--- config.mk ---
export PLATFORM = sky130hd
export DESIGN_NAME = disp_owner_arb_flat
export DESIGN_NICKNAME = d
export VERILOG_FILES = /design/src/rtl/disp_owner_arb_if.sv /design/src/rtl/disp_owner_arb.sv /design/src/flat_wrapper.sv
export SDC_FILE = /design/constraint.sdc
export NUM_CORES = 1
export LEC_CHECK = 0
export BUFFER_PORTS_ARGS = -buffer_cell sky130_fd_sc_hd__buf_2
export CORE_MARGIN = 5
export CORE_UTILIZATION = 45
export CTS_BUF_LIST = sky130_fd_sc_hd__clkbuf_8
export DETAILED_ROUTE_END_ITERATION = 8
export PLACE_DENSITY = 0.83
export RECOVER_POWER = 100
export SYNTH_ARGS = -nofsm -noshare
export SYNTH_HDL_FRONTEND = slang
export SYNTH_SLANG_ARGS = --single-unit
--- constraint.sdc ---
create_clock -name CLK -period 3.08 [get_ports CLK]
set_input_delay 0.308 -clock CLK [delete_from_list [all_inputs] [get_ports CLK]]
set_output_delay 0.308 -clock CLK [all_outputs]
set_load 0.03 [all_outputs]
--- src/rtl/disp_owner_arb_if.sv ---
// Display-sharing bundle between two producers and the owner arbiter.
// Producers drive requests and data; the arbiter returns grant and muxed data.
interface disp_owner_arb_if;
   logic [1:0]  REQ;
   logic [31:0] HEX0;
   logic [31:0] HEX1;
   logic [7:0]  EN0;
   logic [7:0]  EN1;
   logic [1:0]  GNT;
   logic [31:0] HEX_OUT;
   logic [7:0]  DISP_EN_OUT;
   logic        BUSY;

   modport master (
      output REQ, HEX0, HEX1, EN0, EN1,
      input  GNT, HEX_OUT, DISP_EN_OUT, BUSY
   );

   modport slave (
      input  REQ, HEX0, HEX1, EN0, EN1,
      output GNT, HEX_OUT, DISP_EN_OUT, BUSY
   );
endinterface

--- src/rtl/disp_owner_arb.sv ---
// Two-requester round-robin owner arbiter for the seven-segment display,
// with tick-counted preemption of a long-holding owner.
module disp_owner_arb #(
   parameter int          MAX_HOLD = 16,
   parameter logic [31:0] IDLE_HEX = 32'h0000_0000
) (
   input logic              CLK,
   input logic              CPU_RSTn,
   input logic              CE,
   disp_owner_arb_if.slave  disp
);
   localparam logic [15:0] MH      = 16'(MAX_HOLD);
   localparam logic        PREEMPT = (MAX_HOLD != 0);

   typedef enum logic [1:0] {IDLE, OWN0, OWN1} state_t;

   state_t      state, state_nxt;
   logic        last, last_nxt;
   logic [15:0] hold, hold_nxt;
   logic [31:0] hex_q;
   logic [7:0]  en_q;

   always_ff @(posedge CLK or negedge CPU_RSTn) begin
      if (!CPU_RSTn) begin
         state <= IDLE;
         last  <= 1'b1;
         hold  <= '0;
      end else begin
         state <= state_nxt;
         last  <= last_nxt;
         hold  <= hold_nxt;
      end
   end

   always_comb begin
      state_nxt = state;
      last_nxt  = last;
      hold_nxt  = hold;
      unique case (state)
         IDLE: begin
            unique case (disp.REQ)
               2'b01:   state_nxt = OWN0;
               2'b10:   state_nxt = OWN1;
               2'b11:   state_nxt = last ? OWN0 : OWN1;
               default: state_nxt = IDLE;
            endcase
         end
         OWN0: begin
            if (!disp.REQ[0])
               state_nxt = disp.REQ[1] ? OWN1 : IDLE;
            else if (disp.REQ[1] && PREEMPT && hold == MH)
               state_nxt = OWN1;
         end
         OWN1: begin
            if (!disp.REQ[1])
               state_nxt = disp.REQ[0] ? OWN0 : IDLE;
            else if (disp.REQ[0] && PREEMPT && hold == MH)
               state_nxt = OWN0;
         end
         default: state_nxt = IDLE;
      endcase
      // a new owner always starts with a fresh hold budget
      if (state_nxt != state && state_nxt != IDLE) begin
         hold_nxt = '0;
         last_nxt = (state_nxt == OWN1);
      end else if (state_nxt == state && state != IDLE &&
                   CE && hold != MH) begin
         hold_nxt = hold + 16'd1;
      end
   end

   always_ff @(posedge CLK or negedge CPU_RSTn) begin
      if (!CPU_RSTn) begin
         hex_q <= IDLE_HEX;
         en_q  <= 8'h00;
      end else begin
         unique case (state)
            OWN0: begin
               hex_q <= disp.HEX0;
               en_q  <= disp.EN0;
            end
            OWN1: begin
               hex_q <= disp.HEX1;
               en_q  <= disp.EN1;
            end
            default: begin
               hex_q <= IDLE_HEX;
               en_q  <= 8'h00;
            end
         endcase
      end
   end

   assign disp.GNT         = {state == OWN1, state == OWN0};
   assign disp.BUSY        = (state != IDLE);
   assign disp.HEX_OUT     = hex_q;
   assign disp.DISP_EN_OUT = en_q;
endmodule

--- src/flat_wrapper.sv ---
// flat-port wrapper written by rule: the top's interface ports become plain ports
module disp_owner_arb_flat 
#(
   parameter int          MAX_HOLD = 16,
   parameter logic [31:0] IDLE_HEX = 32'h0000_0000
)
  (CLK, CPU_RSTn, CE, disp_REQ, disp_HEX0, disp_HEX1, disp_EN0, disp_EN1, disp_GNT, disp_HEX_OUT, disp_DISP_EN_OUT, disp_BUSY);
  disp_owner_arb_if disp_i ();
  input logic CLK;
  input logic CPU_RSTn;
  input logic CE;
  input wire logic [$bits(disp_i.REQ)-1:0] disp_REQ;
  input wire logic [$bits(disp_i.HEX0)-1:0] disp_HEX0;
  input wire logic [$bits(disp_i.HEX1)-1:0] disp_HEX1;
  input wire logic [$bits(disp_i.EN0)-1:0] disp_EN0;
  input wire logic [$bits(disp_i.EN1)-1:0] disp_EN1;
  output wire logic [$bits(disp_i.GNT)-1:0] disp_GNT;
  output wire logic [$bits(disp_i.HEX_OUT)-1:0] disp_HEX_OUT;
  output wire logic [$bits(disp_i.DISP_EN_OUT)-1:0] disp_DISP_EN_OUT;
  output wire logic [$bits(disp_i.BUSY)-1:0] disp_BUSY;
  assign disp_i.REQ = disp_REQ;
  assign disp_i.HEX0 = disp_HEX0;
  assign disp_i.HEX1 = disp_HEX1;
  assign disp_i.EN0 = disp_EN0;
  assign disp_i.EN1 = disp_EN1;
  assign disp_GNT = disp_i.GNT;
  assign disp_HEX_OUT = disp_i.HEX_OUT;
  assign disp_DISP_EN_OUT = disp_i.DISP_EN_OUT;
  assign disp_BUSY = disp_i.BUSY;
  disp_owner_arb #(.MAX_HOLD(MAX_HOLD), .IDLE_HEX(IDLE_HEX)) u_core (.CLK(CLK), .CPU_RSTn(CPU_RSTn), .CE(CE), .disp(disp_i));
endmodule
## Word level (Yosys, flattened, before mapping)

Index checks and enable logic that the tools add are counted.

| storage, ports and cells | value |
|---|---|
| memories | 0 |
| latch bits | 0 |
| memory bits (read-only) | 0 |
| RAM bits | 0 |
| output and inout port bits | 43 |
| flip-flop bits (word level) | 59 |
| bits of input ports | 85 |

| cells by class | value |
|---|---|
| multiplexer cells | 13 |
| magnitude comparators | 0 |
| shifts and indexed selects | 0 |
| add/subtract/negate cells | 1 |
| multipliers | 0 |
| reductions and logical operators | 10 |
| bitwise operators | 0 |
| equal/unequal tests | 10 |
| div/mod/pow operators | 0 |

Operators with widths:

| kind | count |
|---|---|
| 32-bit case mux with 2 select lines | 1 |
| 16-bit 2-to-1 mux | 2 |
| 16-bit by 1-bit adder with 16-bit output (second input constant) | 1 |
| 16-bit by 5-bit == test with 1-bit output (second input constant) | 1 |
| 16-bit by 5-bit != test with 1-bit output (second input constant) | 1 |
| 8-bit case mux with 2 select lines | 1 |
| 2-bit 2-to-1 mux | 6 |
| 2-bit case mux with 3 select lines | 2 |
| 2-bit == test (second input constant) | 4 |
| 1-bit logical AND | 6 |
| 2-bit nonzero test | 3 |
| 2-bit by 1-bit == test with 1-bit output (second input constant) | 2 |
| 2-bit == test | 1 |
| 2-bit logical NOT | 1 |
| 2-bit != test | 1 |
| 1-bit 2-to-1 mux | 1 |

## Longest topological paths before layout

Gate-level depths: netlist of the first run.

| depth | value |
|---|---|
| depth after elaboration | 11 |
| mapped depth | 12 |
| mapped depth without buffers | 10 |

## Worst setup path after synthesis of the first run

No wires, ideal clock.

| path | value |
|---|---|
| path type | register to register |
| start | register u_core.state[0] |
| end | register u_core.hold[4] |
| setup slack | 35 ps |
| library setup time | 124 ps |
| arrival | 2,921 ps |
| cell stages (with the launch flop) | 13 |
| data required time | 2,956 ps |
| buffers on the path | 3 |
| clock period less this slack | 3,045 ps |
| cell sequence | dfrtp_1 -> clkbuf_1 -> inv_1 -> ha_1 -> buf_1 -> nand2_1 -> or3_1 -> a31o_4 -> inv_4 -> mux2i_1 -> clkbuf_1 -> nor2_1 -> a211o_1 |

| on the way | value |
|---|---|
| elaborated cells between the ends (all ways) | 18 |

RTL lines:

| element | RTL line | text |
|---|---|---|
| start, declared | disp_owner_arb.sv:17 | `state_t state, state_nxt;` |
| start signal, assigned | disp_owner_arb.sv:29 | `state <= state_nxt;` |
| 2-bit == test * | - |  |
| via disp_GNT[1] | flat_wrapper.sv:17 | `output wire logic [$bits(disp_i.GNT)-1:0] disp_GNT;` |
| 2-bit case mux with 3 select lines * | disp_owner_arb.sv:39 | `unique case (state)` |
| via u_core.state_nxt[0] | disp_owner_arb.sv:17 |  |
| 2-bit == test | disp_owner_arb.sv:66 | `end else if (state_nxt == state && state != IDLE &&` |
| 1-bit logical AND (2 in a row) | disp_owner_arb.sv:66 |  |
| 1-bit logical AND | disp_owner_arb.sv:67 | `CE && hold != MH) begin` |
| 2-bit nonzero test (no line) | - |  |
| end signal, assigned | disp_owner_arb.sv:31 | `hold <= hold_nxt;` |
| end, declared | disp_owner_arb.sv:19 | `logic [15:0] hold, hold_nxt;` |

The timed path passes the listed nets; every way through them passes the cells marked *.
A chain may end at the register's enable or synchronous reset.

## Worst setup path in the final report of the first run

| path | value |
|---|---|
| start | register u_core.hold[12] |
| end | register u_core.hold[4] |

| on the way | value |
|---|---|
| cells in the longest elaborated chain, start to end | 10 |
| elaborated cells between the ends (all ways) | 18 |

RTL lines:

| element | RTL line |
|---|---|
| 16-bit by 5-bit == test with 1-bit output * | disp_owner_arb.sv:51, disp_owner_arb.sv:57 |
| 1-bit logical AND (on tied branches) | disp_owner_arb.sv:57, disp_owner_arb.sv:51 |
| 2-bit 2-to-1 mux (on tied branches) | disp_owner_arb.sv:57, disp_owner_arb.sv:51 |
| 2-bit 2-to-1 mux (on tied branches) | disp_owner_arb.sv:55, disp_owner_arb.sv:49 |
| 2-bit case mux with 3 select lines * | disp_owner_arb.sv:39 |
| via u_core.state_nxt[0] | disp_owner_arb.sv:17 |
| 2-bit == test | disp_owner_arb.sv:66 |
| 1-bit logical AND (2 in a row) | disp_owner_arb.sv:66 |
| 1-bit logical AND | disp_owner_arb.sv:67 |
| 2-bit nonzero test (no line) | - |

Marks and branches as above.

==> results.txt, run 1 <==
The register-to-register setup slack is 50 ps. Setup total negative slack on the finished layout was measured at 0 ps. The hold violation count in the final report came to 0.

The region available for standard cell placement spans 0.00668 mm². The clock-pin slew on the worst setup and hold paths came out at 70 ps. The remaining routing DRC violations is 0. The global-route usage over all layers came out at 18.9%. The async set or reset register ratio after synthesis came out at 100%. The worst-case clock buffer depth came out at 2. The maximum number of pins on one net before global-route repair came out at 44. The peak fanout along the critical path came out at 15.

The routed layout has 2850 vias. The repair_antennas step left the layout with diodes totalling 0. The arrival time at the worst endpoint came out at 3240 ps. The count of fill cells added during filler insertion is 581.

The minimum setup slack after placement is -33.1 ps. The worst reg2reg path depth came out at 10. The final core utilization came out at 60.8%. After layout, the worst path uses 98.4% of the clock period.

The clock root buffer is sky130_fd_sc_hd__clkbuf_8. STA classifies the critical path endpoint as a flip-flop. The number of H-tree levels came out at 3.

The post-DP HPWL came out at 6070 µm. The share of post-route cells with drive strength above 1 came out at 29.7%. By startpoint and endpoint, the worst setup path is classified as reg2reg.

The row count is 30. Across the whole layout, storage elements account for 0.00148 mm². In this run the cell area measured after placement is 0.00380 mm². The count of yosys warnings during synthesis came out at 0. The horizontal extent of the die came out at 92.1 µm. The total non-filler cell area in the finished layout came out at 0.00406 mm².

The final instance count without filler cells is 528. The average cell area after synthesis is 9.86 µm². STA classifies the critical path startpoint as a flip-flop. The source-to-sink clock delay at the later pin of the worst-skew pair is 330 ps.

The type of the most critical hold path is in2reg. Once detail routing completed, the nets flagged for antenna violations numbered 0. In this design, the largest share of critical-path delay is due to simple AND/OR/NAND/NOR gates.

The hold path endpoint is u_core.disp.HEX_OUT[7]. The die is 92.1 µm tall. The weighted congestion reported at the end of routability-driven placement came out at 0.860.

The actual slew at the worst max-slew pin is 1160 ps. The wire length per cell after detailed routing came out at 15.5 µm. The first global-routing pass estimated 12900 µm of wire. The total buffers and inverters traversed by the critical path came out at 3.

The starting density of the core came out at 45.4%. The library cell contributing the largest single delay on the critical path is sky130_fd_sc_hd__or4_4. The netlist area before placement is 0.00304 mm². After synthesis, the netlist uses 51 different library cells. Summed over all layers, the global routing overflow is 0. The data required time at the worst endpoint is 3290 ps.

The number of synthesized flops with an enable pin is 0. Including well taps, the total number of placed cells is 507. In the synthesized netlist the dominant register cell turns out to be sky130_fd_sc_hd__dfrtp_1.

The number of nets at the end of the flow is 534. Setup violations remaining at the end of the flow were counted as 0. The total number of clock tree sinks is 59. TritonCTS built the clock tree.

In the final layout, the multi-input gates occupy 0.00149 mm². The minimum clock period after layout came out at 3030 ps. After synthesis, flip-flops and latches occupy 48.7% of the total area. The detailed-router iteration count before antenna repair is 4. The total detailed-routing wirelength came out at 8180 µm. Across the VDD grid, the largest voltage drop is 0.525 mV. For this block, the initial DRC count from the detailed router was 131. The cell depth of the worst min-delay path is 3. The max-cap violation count is 0. When the netlist entered floorplanning its net count stood at 399. The largest stage delay on the critical path is 540 ps. The worst flop-to-flop path endpoint is u_core.hold[4]. The maximum clock skew at final layout came out at 7.50 ps.

Walking the worst path, the cells encountered are or4_4 > or4_4 > or3_4 > a31o_4 > inv_4 > mux2i_4 > buf_6 > buf_12 > nor3_1 > a211o_1. After layout, the design draws a total of 3.70 mW. Counting buffers and inverters, the worst setup path is 10 cells deep. The worst min-delay path startpoint is disp_HEX0[7]. The relative slew slack came out at 22.9%. After technology mapping, the gate count stands at 308. The highest attainable clock frequency is 330 MHz. The I/O pin count came out at 128. The max-slew violation count came out at 0.

The cell that appears most often on the critical path is sky130_fd_sc_hd__or4_4. The die area came out at 0.00849 mm². The number of buffers created by CTS came out at 9.

The initial antenna violation count is 0. The worst-case hold slack is 245 ps. From synthesis to final layout, the design area changed by 33.7%. Power spread over the standard cell area amounts to 910 mW/mm². The leakage power of the design came out at 1.86 nW. Counting flops and latches in the post-synthesis netlist gives 59. In this run the critical register-to-register path is launched from u_core.hold[12]. Buffers placed on the I/O ports in this run total 127. The run finished with clean final reports. The via count of the first global-routing pass came out at 2828. The via-per-instance ratio came out at 5.40. Setup slack on the critical path of the routed design comes to 49.3 ps.
-- logic make-up after synthesis --
group	share of synthesized area, %
adders and majority gates	2.47
DFF	48.7
buffers and inverters	3.87
xor gates and xnor gates	0.577
AOI/OAI and AO/OA	20.6
and+or+nand+nor	22.9
muxes	0.989
-- worst max-delay path by stage --
stage / from / endpoint / slack [ps]
floorplan: u_core.state[0] / u_core.hold[4] / 40
CTS: u_core.hold[12] / u_core.hold[12] / 40
detailed placement: u_core.hold[13] / u_core.hold[12] / -30
global route: u_core.hold[12] / u_core.hold[4] / -30
global placement: u_core.hold[13] / u_core.hold[12] / 70
finish: u_core.hold[12] / u_core.hold[4] / 50
-- registers in the layout, summed over array words and instances, names as in the netlist --
name	count
u_core.disp.HEX_OUT	32
u_core.hold	16
u_core.disp.DISP_EN_OUT	8
u_core.state	2
u_core.last	1
-- area by class of cell --
| cell class | count | area share, % |
|---|---|---|
| repair buffers | 144 | 17.9 |
| clock buffers | 10 | 3.39 |
| flip-flops and latches | 59 | 36.4 |
| inverters | 10 | 0.986 |
| well taps | 80 | 2.46 |
| multi-input cells | 219 | 36.7 |
| clock inverters | 6 | 2.19 |
-- layout by cell type, fill, tap and decap left out, types with 3 or more instances in the layout --
| cell type | instances |
|---|---|
| sky130_fd_sc_hd__nor2_1 | 17 |
| sky130_fd_sc_hd__o31ai_1 | 4 |
| sky130_fd_sc_hd__nand3_1 | 5 |
| sky130_fd_sc_hd__clkbuf_8 | 10 |
| sky130_fd_sc_hd__a21oi_1 | 7 |
| sky130_fd_sc_hd__clkbuf_1 | 42 |
| sky130_fd_sc_hd__buf_2 | 85 |
| sky130_fd_sc_hd__inv_1 | 9 |
| sky130_fd_sc_hd__or4_4 | 4 |
| sky130_fd_sc_hd__nor3_1 | 7 |
| sky130_fd_sc_hd__buf_4 | 13 |
| sky130_fd_sc_hd__nand2_1 | 26 |
| sky130_fd_sc_hd__dfrtp_1 | 58 |
| sky130_fd_sc_hd__a21o_1 | 3 |
| sky130_fd_sc_hd__o21ai_0 | 4 |
| sky130_fd_sc_hd__or3_1 | 4 |
| sky130_fd_sc_hd__ha_1 | 6 |
| sky130_fd_sc_hd__a22oi_1 | 40 |
| sky130_fd_sc_hd__nand2b_1 | 3 |
| sky130_fd_sc_hd__nor2b_1 | 41 |
-- Yosys cell counts (4+ instances only) --
master	instances	share of area (%)
sky130_fd_sc_hd__nor2_1	17	2.1
sky130_fd_sc_hd__dfrtp_1	58	48
sky130_fd_sc_hd__nor2b_1	41	8.4
sky130_fd_sc_hd__clkbuf_1	14	1.7
sky130_fd_sc_hd__o21ai_0	4	0.66
sky130_fd_sc_hd__inv_1	9	1.1
sky130_fd_sc_hd__ha_1	6	2.5
sky130_fd_sc_hd__nand3_1	5	0.82
sky130_fd_sc_hd__nor3_1	7	1.2
sky130_fd_sc_hd__or3_1	5	1.0
sky130_fd_sc_hd__nand2_1	26	3.2
sky130_fd_sc_hd__o31ai_1	4	0.99
sky130_fd_sc_hd__a21oi_1	9	1.5
sky130_fd_sc_hd__a22oi_1	40	9.9
sky130_fd_sc_hd__buf_1	4	0.49
sky130_fd_sc_hd__or4_1	4	0.99
-- layer usage --
metal	part of all wire (%)	vias up	global-route usage, %	routed length (µm)
li1	-	1388	-	-
met1	40	1333	22.5	3290
met2	51	109	31.8	4140
met3	6.8	20	5.58	556
met4	2.2	0	7.92	182
met5	0	-	0	0
-- tightest hold or removal path, delay by kind of cell --
family | cells | cell delay [ps]
buf+inv | 1 | 70
compound gates | 1 | 50
simple gates | 1 | 100
-- power by group --
| group | internal, mW | switching [mW] |
|---|---|---|
| clock | 0.477 | 0.301 |
| combinational | 0.711 | 1.20 |
| sequential | 0.942 | 0.0674 |
-- what timing repair did --
action / 4_1_cts / 5_1_grt
pin swaps: 2 / 0
setup buffers: 3 / 1
endpoints found under the setup margin: 8 / 12
endpoints found under the hold margin: 22 / 0
hold buffers: 1 / 0
cloned: 0 / 0
gates resized for setup: 1 / 10
Note: power is estimated with default switching activity, not from simulation.
==> run 2: changes to the inputs <==
Settings changed: CORE_UTILIZATION 45 to 43, CTS_BUF_LIST sky130_fd_sc_hd__clkbuf_8 to default, PLACE_DENSITY 0.83 to 0.8.
==> results.txt, run 2 (synthesis gave the netlist of run 1 again) <==
The die area is 0.00884 mm² (+4.1%). The global routing usage on met2 came out at 34.5% (+2.7 points). The worst setup path is launched from a flip-flop. The max-slew violation count is 31 (+31).

The detailed-router iteration count before antenna repair came out at 4 (unchanged). The part of the power in combinational logic is 52.1% (+0.4 points). The checks that failed: capacitance limit, slew limit.

The total via count after detailed routing is 2925 (+2.6%). The number of H-tree levels came out at 3 (unchanged). The critical path starts at u_core.hold[12]. The placed instance area came out at 0.00384 mm² (+1.2%). The number of buffers created by CTS came out at 9 (unchanged). The tightest min-delay check is of the in2reg type. Walking the worst path, the cells encountered are or4_4 > or4_4 > or3_1 > a31o_4 > inv_4 > mux2i_4 > buf_6 > or4_1 > a21oi_1. The switching part of the total was 42.7% (+0.36 points). The most common library cell in the layout ignoring fill and taps is sky130_fd_sc_hd__buf_2. The worst register-to-register path ends at u_core.hold[12]. The setup slack after layout came out at 25.3 ps (-24.0 ps). The total non-filler cell area in the finished layout came out at 0.00414 mm² (+1.9%). The highest attainable clock frequency came out at 327 MHz (-0.78%). The register-to-register setup slack came out at 30 ps (-20 ps). The row count is 30 (unchanged). The net switching power came to 1.62 mW (+3.5%). The initial detailed-routing violation count is 158 (+21%). The total number of clock tree sinks is 59 (unchanged). The remaining antenna violation count came out at 0 (unchanged). The sequential standard cell area came out at 0.00148 mm² (unchanged). The remaining routing DRC violations is 0 (unchanged). The power share of the sequential group came out at 27.2% (about the same). The worst-case clock buffer depth came out at 2 (unchanged). TritonCTS built the clock tree. The post-route setup TNS came to 0 ps (unchanged).

The wire length per cell after detailed routing is 16.1 µm (+3.8%). The via count of the first global-routing pass came out at 2881 (+1.9%). The global-route met1 utilization came out at 21.6% (-0.84 points). Following the worst setup path forward leads to its endpoint at u_core.hold[12].

The total detailed-routing wirelength is 8880 µm (+8.5%). The weighted congestion reported at the end of routability-driven placement is 0.893 (+3.9%). The minimum clock period after layout is 3050 ps (+24.0 ps). The worst reg2reg path depth was 9 (-1).

The die extent in y came to 94.0 µm (+2.1%). The hold violation count in the final report is 0 (unchanged). Setup repair after global routing could not meet its margin everywhere.

The largest stage delay on the critical path is 540 ps (about the same). The via-per-instance ratio came out at 5.30 (-1.8%). The flip-flop count of the largest register, all copies and words added is 32 (unchanged). The initial antenna violation count came to 0 (unchanged). The internal power of the cells came to 2.17 mW (+1.9%).

The fraction of the cycle the final worst path needs came to 99.2% (+0.78 points). The count of fill cells added during filler insertion is 603 (+3.8%). The flow ran to the end, but the final reports show violations.

The antenna diode count is 0 (unchanged). The slowest stage of the critical path belongs to the cell sky130_fd_sc_hd__or4_4. The global routing usage on met3 is 7.13% (+1.6 points). The portion of total power attributed to the clock network is 20.7% (-0.3 points). The power density relative to cell area came to 917 mW/mm² (+0.69%). The layer flagged by global routing as most heavily used is met2.

The data required time at the worst endpoint came out at 3350 ps (+60 ps). The most numerous cell type found on the critical path is sky130_fd_sc_hd__or4_4. The leakage power of the design came out at 1.90 nW (+2.2%).

The I/O pin count is 128 (unchanged). The starting density of the core came out at 44.5% (-1.0 points). The aggregate global routing overflow is 0 (unchanged). The maximum clock skew at final layout came to 8.39 ps (+0.885 ps). The clock-pin slew on the worst setup and hold paths is 70 ps (about the same). The area of the multi-input gates came out at 0.00150 mm² (+0.76%). The post-DP HPWL is 6420 µm (+5.6%). The arrival time at the worst endpoint is 3320 ps (+80 ps). The worst setup path is of the reg2reg kind. The launch point of the worst reg-to-reg path is u_core.hold[12]. In the layout the commonest cells are sky130_fd_sc_hd__buf_2, sky130_fd_sc_hd__dfrtp_1, sky130_fd_sc_hd__clkbuf_1. The source-to-sink clock delay at the later pin of the worst-skew pair is 350 ps (+20 ps).

The maximum number of pins on one net before global-route repair is 41 (-6.8%). The worst-case vdd ir drop came out at 0.333 mV (-37%). The global-route wire length before repair is 13500 µm (+4.1%). The peak fanout along the critical path came out at 7 (-8). The max-cap violation count came to 1 (+1). The number of failing setup endpoints in the final timing report came to 0 (unchanged). The minimum setup slack after placement is -32.9 ps (+0.227 ps).

The number of input and output port buffers inserted came out at 127 (unchanged). The worst setup path is captured at a flip-flop. The global-route usage over all layers is 19.5% (+0.57 points). The relative slew slack is -2.84% (-26 points). The actual slew at the worst max-slew pin came out at 1540 ps (+387 ps). The share of post-route cells with drive strength above 1 is 31.1% (+1.5 points). The number of nets at the end of the flow is 542 (+1.5%). The standard cell core area came out at 0.00683 mm² (+2.2%). Relative to the synthesized area, the layout overhead comes to 36.3%.

The clock root buffer is sky130_fd_sc_hd__clkbuf_8. The horizontal extent of the die came to 94.0 µm (+2.1%).
## run 2: cell types whose count changed in the layout (fill, tap and decap cells not counted), sizes merged
cell | previous run | this run
buf | 100 | 107
clkinv | 2 | 4
clkinvlp | 2 | 0
inv | 10 | 11
## run 2: final cells by class
| class | instances | share of cell area (%) |
|---|---|---|
| inverter | 10 | 0.968 |
| clock inverter | 7 | 2.42 |
| multi-input combinational | 219 | 36.3 |
| sequential | 59 | 35.7 |
| timing repair buffer | 152 | 18.7 |
| clock buffer | 9 | 2.99 |
| tap | 96 | 2.90 |
## run 2: layer usage
| layer | up-vias | routed length (µm) |
|---|---|---|
| met3 | 13 | 728 |
| met1 | 1382 | 3430 |
| met2 | 123 | 4610 |
| met4 | 0 | 114 |
| met5 | - | 0 |
| li1 | 1407 | - |
## run 2: worst max-delay path: cells and delay by family (launching register included)
| family | cells | cell delay [ps] |
|---|---|---|
| AOI/OAI and AO/OA | 2 | 400 |
| buffers and inverters | 2 | 230 |
| muxes | 1 | 80 |
| DFF | 1 | 390 |
| and+or+nand+nor | 4 | 1880 |
## run 2: repair_timing
| item | CTS | global route |
|---|---|---|
| resized for setup | 2 | 12 |
| gates cloned | 1 | 0 |
| setup buffers | 3 | 3 |
| hold endpoints to repair | 24 | 0 |
| setup endpoints to repair | 3 | 10 |
| pin swaps | 1 | 1 |
| hold buffers | 1 | 0 |
## run 2: worst min path at each step
| stage | startpoint | to | cells after the start |
|---|---|---|---|
| 3_3_place_gp | CPU_RSTn | u_core.disp.DISP_EN_OUT[3] | 1 |
| 3_5_place_dp | CPU_RSTn | u_core.disp.DISP_EN_OUT[3] | 1 |
| 6_report | disp_HEX0[14] | u_core.disp.HEX_OUT[14] | 3 |
| 2_1_floorplan | CPU_RSTn | u_core.disp.DISP_EN_OUT[0] | 0 |
| 4_1_cts | disp_HEX0[14] | u_core.disp.HEX_OUT[14] | 3 |
| 5_1_grt | disp_HEX0[21] | u_core.disp.HEX_OUT[21] | 3 |
## run 2: power by group through the flow
stage | Combinational [mW] | Sequential (mW) | Clock, mW
after CTS | 1.94 | 1.02 | 0.803
after global placement | 1.84 | 1.03 | 0
after floorplan | 1.05 | 1.29 | 0
after global routing | 2.16 | 1.05 | 0.834
after detailed placement | 1.90 | 1.03 | 0
final | 1.98 | 1.03 | 0.785
## run 2: through the flow
stage / total power [mW] / hold slack [ps] / cells / utilization (%)
2_1_floorplan: 2.34 / 12.4 / 308 / -
3_3_place_gp: 2.87 / 355 / 528 / 56.2
3_5_place_dp: 2.93 / 360 / 528 / 56.2
4_1_cts: 3.76 / 218 / 549 / 60.1
5_1_grt: 4.04 / 229 / 552 / 60.6
6_report: 3.79 / 231 / 552 / 60.6
==> run 3: changes to the inputs <==
Settings changed: BUFFER_PORTS_ARGS -buffer_cell sky130_fd_sc_hd__buf_2 to -buffer_cell sky130_fd_sc_hd__buf_4.
==> results.txt, run 3 (synthesis gave the netlist of run 1 again) <==
The flow ran to the end, and the final reports show no timing, DRC or antenna violations. The antenna diode count is 0 (unchanged). The row count is 30 (unchanged).

The maximum clock skew at final layout came out at 8.04 ps (-0.348 ps). The maximum number of pins on one net before global-route repair came out at 60 (+46%). The largest stage delay on the critical path is 570 ps (+30 ps). The total detailed-routing wirelength came to 8930 µm (+0.55%).

The global-route usage over all layers is 19.7% (+0.21 points). The number of failing setup endpoints in the final timing report is 0 (unchanged). The total number of clock tree sinks is 59 (unchanged). The number of buffers created by CTS is 9 (unchanged).

The part of the power in combinational logic came out at 51.3% (-0.8 points). The initial detailed-routing violation count came to 153 (-3.2%). The worst-case clock buffer depth came out at 2 (unchanged).

The post-route setup TNS was 0 ps (unchanged). The global-route wire length before repair is 13800 µm (+2.3%). The worst-case hold slack came out at 240 ps (+9.42 ps). The initial antenna violation count is 0 (unchanged). Among the stages of the critical path, the cell type that occurs most often is sky130_fd_sc_hd__or4_4. Leaving out fill and tap cells, the most frequent cell in the layout is sky130_fd_sc_hd__buf_4. The detailed-router iteration count before antenna repair is 4 (unchanged). The worst min-delay path startpoint is disp_HEX0[14]. The standard cell core area is 0.00683 mm² (unchanged). The peak fanout along the critical path came to 5 (-2). The signal on the critical path passes through or4_4 > or4_4 > or3_4 > a31o_4 > inv_4 > mux2i_4 > buf_6 > or4_4 > a21oi_2. The top cell types in the final layout, fill and taps aside, are sky130_fd_sc_hd__buf_4, sky130_fd_sc_hd__dfrtp_1, sky130_fd_sc_hd__nor2b_1, sky130_fd_sc_hd__clkbuf_1, sky130_fd_sc_hd__a22oi_1. The share of post-route cells with drive strength above 1 came out at 31.1% (-0.083 points). The max-slew violation count is 0 (-100%).

The overall power consumption is 3.83 mW (+1.1%). The minimum clock period after layout came to 3060 ps (+8.25 ps). The hold violation count in the final report came to 0 (unchanged). The actual slew at the worst max-slew pin came to 1430 ps (-116 ps). The worst reg2reg path depth is 9 (unchanged). The register-to-register setup slack came out at 20 ps (about the same).

The leakage power of the design is 1.97 nW (+3.6%). The count of fill cells added during filler insertion is 588 (-2.5%). TritonCTS built the clock tree. The power share of the sequential group is 26.5% (-0.7 points). The die area came out at 0.00884 mm² (unchanged). The remaining antenna violation count is 0 (unchanged). The largest individual stage delay along the critical path comes from the cell sky130_fd_sc_hd__or4_4. The type of origin of the critical path is a flip-flop. Setup repair after global routing could not meet its margin everywhere.

The arrival time at the worst endpoint came out at 3330 ps (about the same). The placed instance area came to 0.00416 mm² (+8.3%). The startpoint identified for the worst register-to-register timing path is u_core.hold[14].

The relative slew slack came out at 4.91% (+7.7 points). The via count of the first global-routing pass is 2839 (-1.5%). The hold path endpoint is u_core.disp.HEX_OUT[14]. The max-cap violation count is 0 (-1). The total via count after detailed routing came to 2893 (-1.1%). The net switching power is 1.59 mW (-1.9%). The clock-pin slew on the worst setup and hold paths was 70 ps (about the same). The I/O pin count is 128 (unchanged). The number of H-tree levels is 3 (unchanged). The min-delay analysis places its worst path in the category in2reg.

The weighted congestion reported at the end of routability-driven placement is 0.911 (+2.0%). The total buffers and inverters traversed by the critical path came out at 2 (unchanged). The data required time at the worst endpoint is 3340 ps (about the same). The wire length per cell after detailed routing is 16.2 µm (+0.92%). The number of nets at the end of the flow came out at 540 (-0.37%). The area added between synthesis and finish came out at 42.9%. The switching part of the total is 41.5% (-1.2 points). The post-DP HPWL is 6610 µm (+3.0%). The power density relative to cell area came out at 883 mW/mm² (-3.6%). The highest attainable clock frequency came out at 326 MHz (-0.27%). The fraction of the cycle the final worst path needs came to 99.4% (+0.27 points). The cell depth of the worst min-delay path is 3 (unchanged).

The starting density of the core came to 44.5% (unchanged). In this run the critical register-to-register path is captured at u_core.hold[12]. The portion of total power attributed to the clock network is 22.1% (+1.4 points). The remaining routing DRC violations is 0 (unchanged). The internal power of the cells is 2.24 mW (+3.3%). The total non-filler cell area in the finished layout is 0.00434 mm² (+4.9%). The worst-case vdd ir drop is 0.334 mV (+0.11%). The worst setup path is captured at a flip-flop.

The source-to-sink clock delay at the later pin of the worst-skew pair came to 330 ps (-20 ps). In this design, the largest share of critical-path delay is due to simple AND/OR/NAND/NOR gates. The tree is rooted in a sky130_fd_sc_hd__clkbuf_8.

The die extent in y came out at 94.0 µm (unchanged). The number of input and output port buffers inserted was 127 (unchanged). The worst setup path is of the reg2reg kind. The aggregate global routing overflow came out at 0 (unchanged). The flip-flop count of the largest register, all copies and words added is 32 (unchanged).

The horizontal extent of the die is 94.0 µm (unchanged). The via-per-instance ratio is 5.26 (-0.73%).
[run 3: changes by cell type in the layout (fill, tap and decap cells not counted), moves of 3 or more]
cell	previous run	this run
sky130_fd_sc_hd__clkinv_4	3	0
sky130_fd_sc_hd__buf_4	21	104
sky130_fd_sc_hd__clkbuf_8	9	13
sky130_fd_sc_hd__buf_2	85	1
[run 3: worst max path at each step]
stage,from,endpoint,cells after the start,slack [ps]
finish,u_core.hold[14],u_core.hold[12],9,20
global route,u_core.hold[14],u_core.hold[3],9,-90
CTS,u_core.hold[12],u_core.hold[12],9,0.6
detailed placement,u_core.hold[13],u_core.hold[12],9,-30
global placement,u_core.hold[13],u_core.hold[12],9,40
floorplan,u_core.state[0],u_core.hold[4],12,40
[run 3: area by class of cell]
cell class	instances	area [µm²]	share of cell area (%)
inverter	10	40.0	0.922
clock inverter	3	67.6	1.56
clock buffer	13	179	4.12
tap	96	120	2.77
sequential	59	1480	34.0
multi-input combinational	219	1490	34.3
timing repair buffer	150	966	22.3
[run 3: worst register-to-register path, delay by kind of cell (launching register included)]
kind | cells | cell delay (ps)
and+or+nand+nor | 4 | 1940
DFF | 1 | 370
AOI/OAI and AO/OA | 2 | 370
buffers and inverters | 2 | 230
muxes | 1 | 80
[run 3: per-layer routing]
layer	share of wire [%]	global-route usage, %	up-vias
li1	-	-	1406
met1	41	23.7	1358
met2	49	32.6	112
met3	7.7	5.69	17
met4	2.0	8.54	0
met5	0	0	-
[run 3: power groups by stage]
stage	Combinational (mW)	Sequential [mW]	Clock [mW]
floorplan	1.05	1.29	0
global placement	1.98	1.03	0
detailed placement	2.02	1.03	0
CTS	2.06	1.02	0.861
global route	2.14	1.03	0.895
finish	1.97	1.02	0.849
[run 3: through the flow]
| stage | util [%] | setup WS, ps | std cells |
|---|---|---|---|
| final | 63.5 | 17.1 | 550 |
| after global routing | 63.5 | -88.5 | 550 |
| after CTS | 65.1 | 0.612 | 547 |
| after detailed placement | 60.9 | -26.2 | 528 |
| after global placement | 60.9 | 41.8 | 528 |
| after floorplan | - | 35.2 | 308 |
[run 3: what timing repair did]
item,in CTS,in global routing
setup endpoints to repair,3,11
cloned,1,0
buffers inserted,2,3
pin swaps,0,7
hold endpoints to repair,0,0
hold buffers,0,0
gates resized for setup,2,10
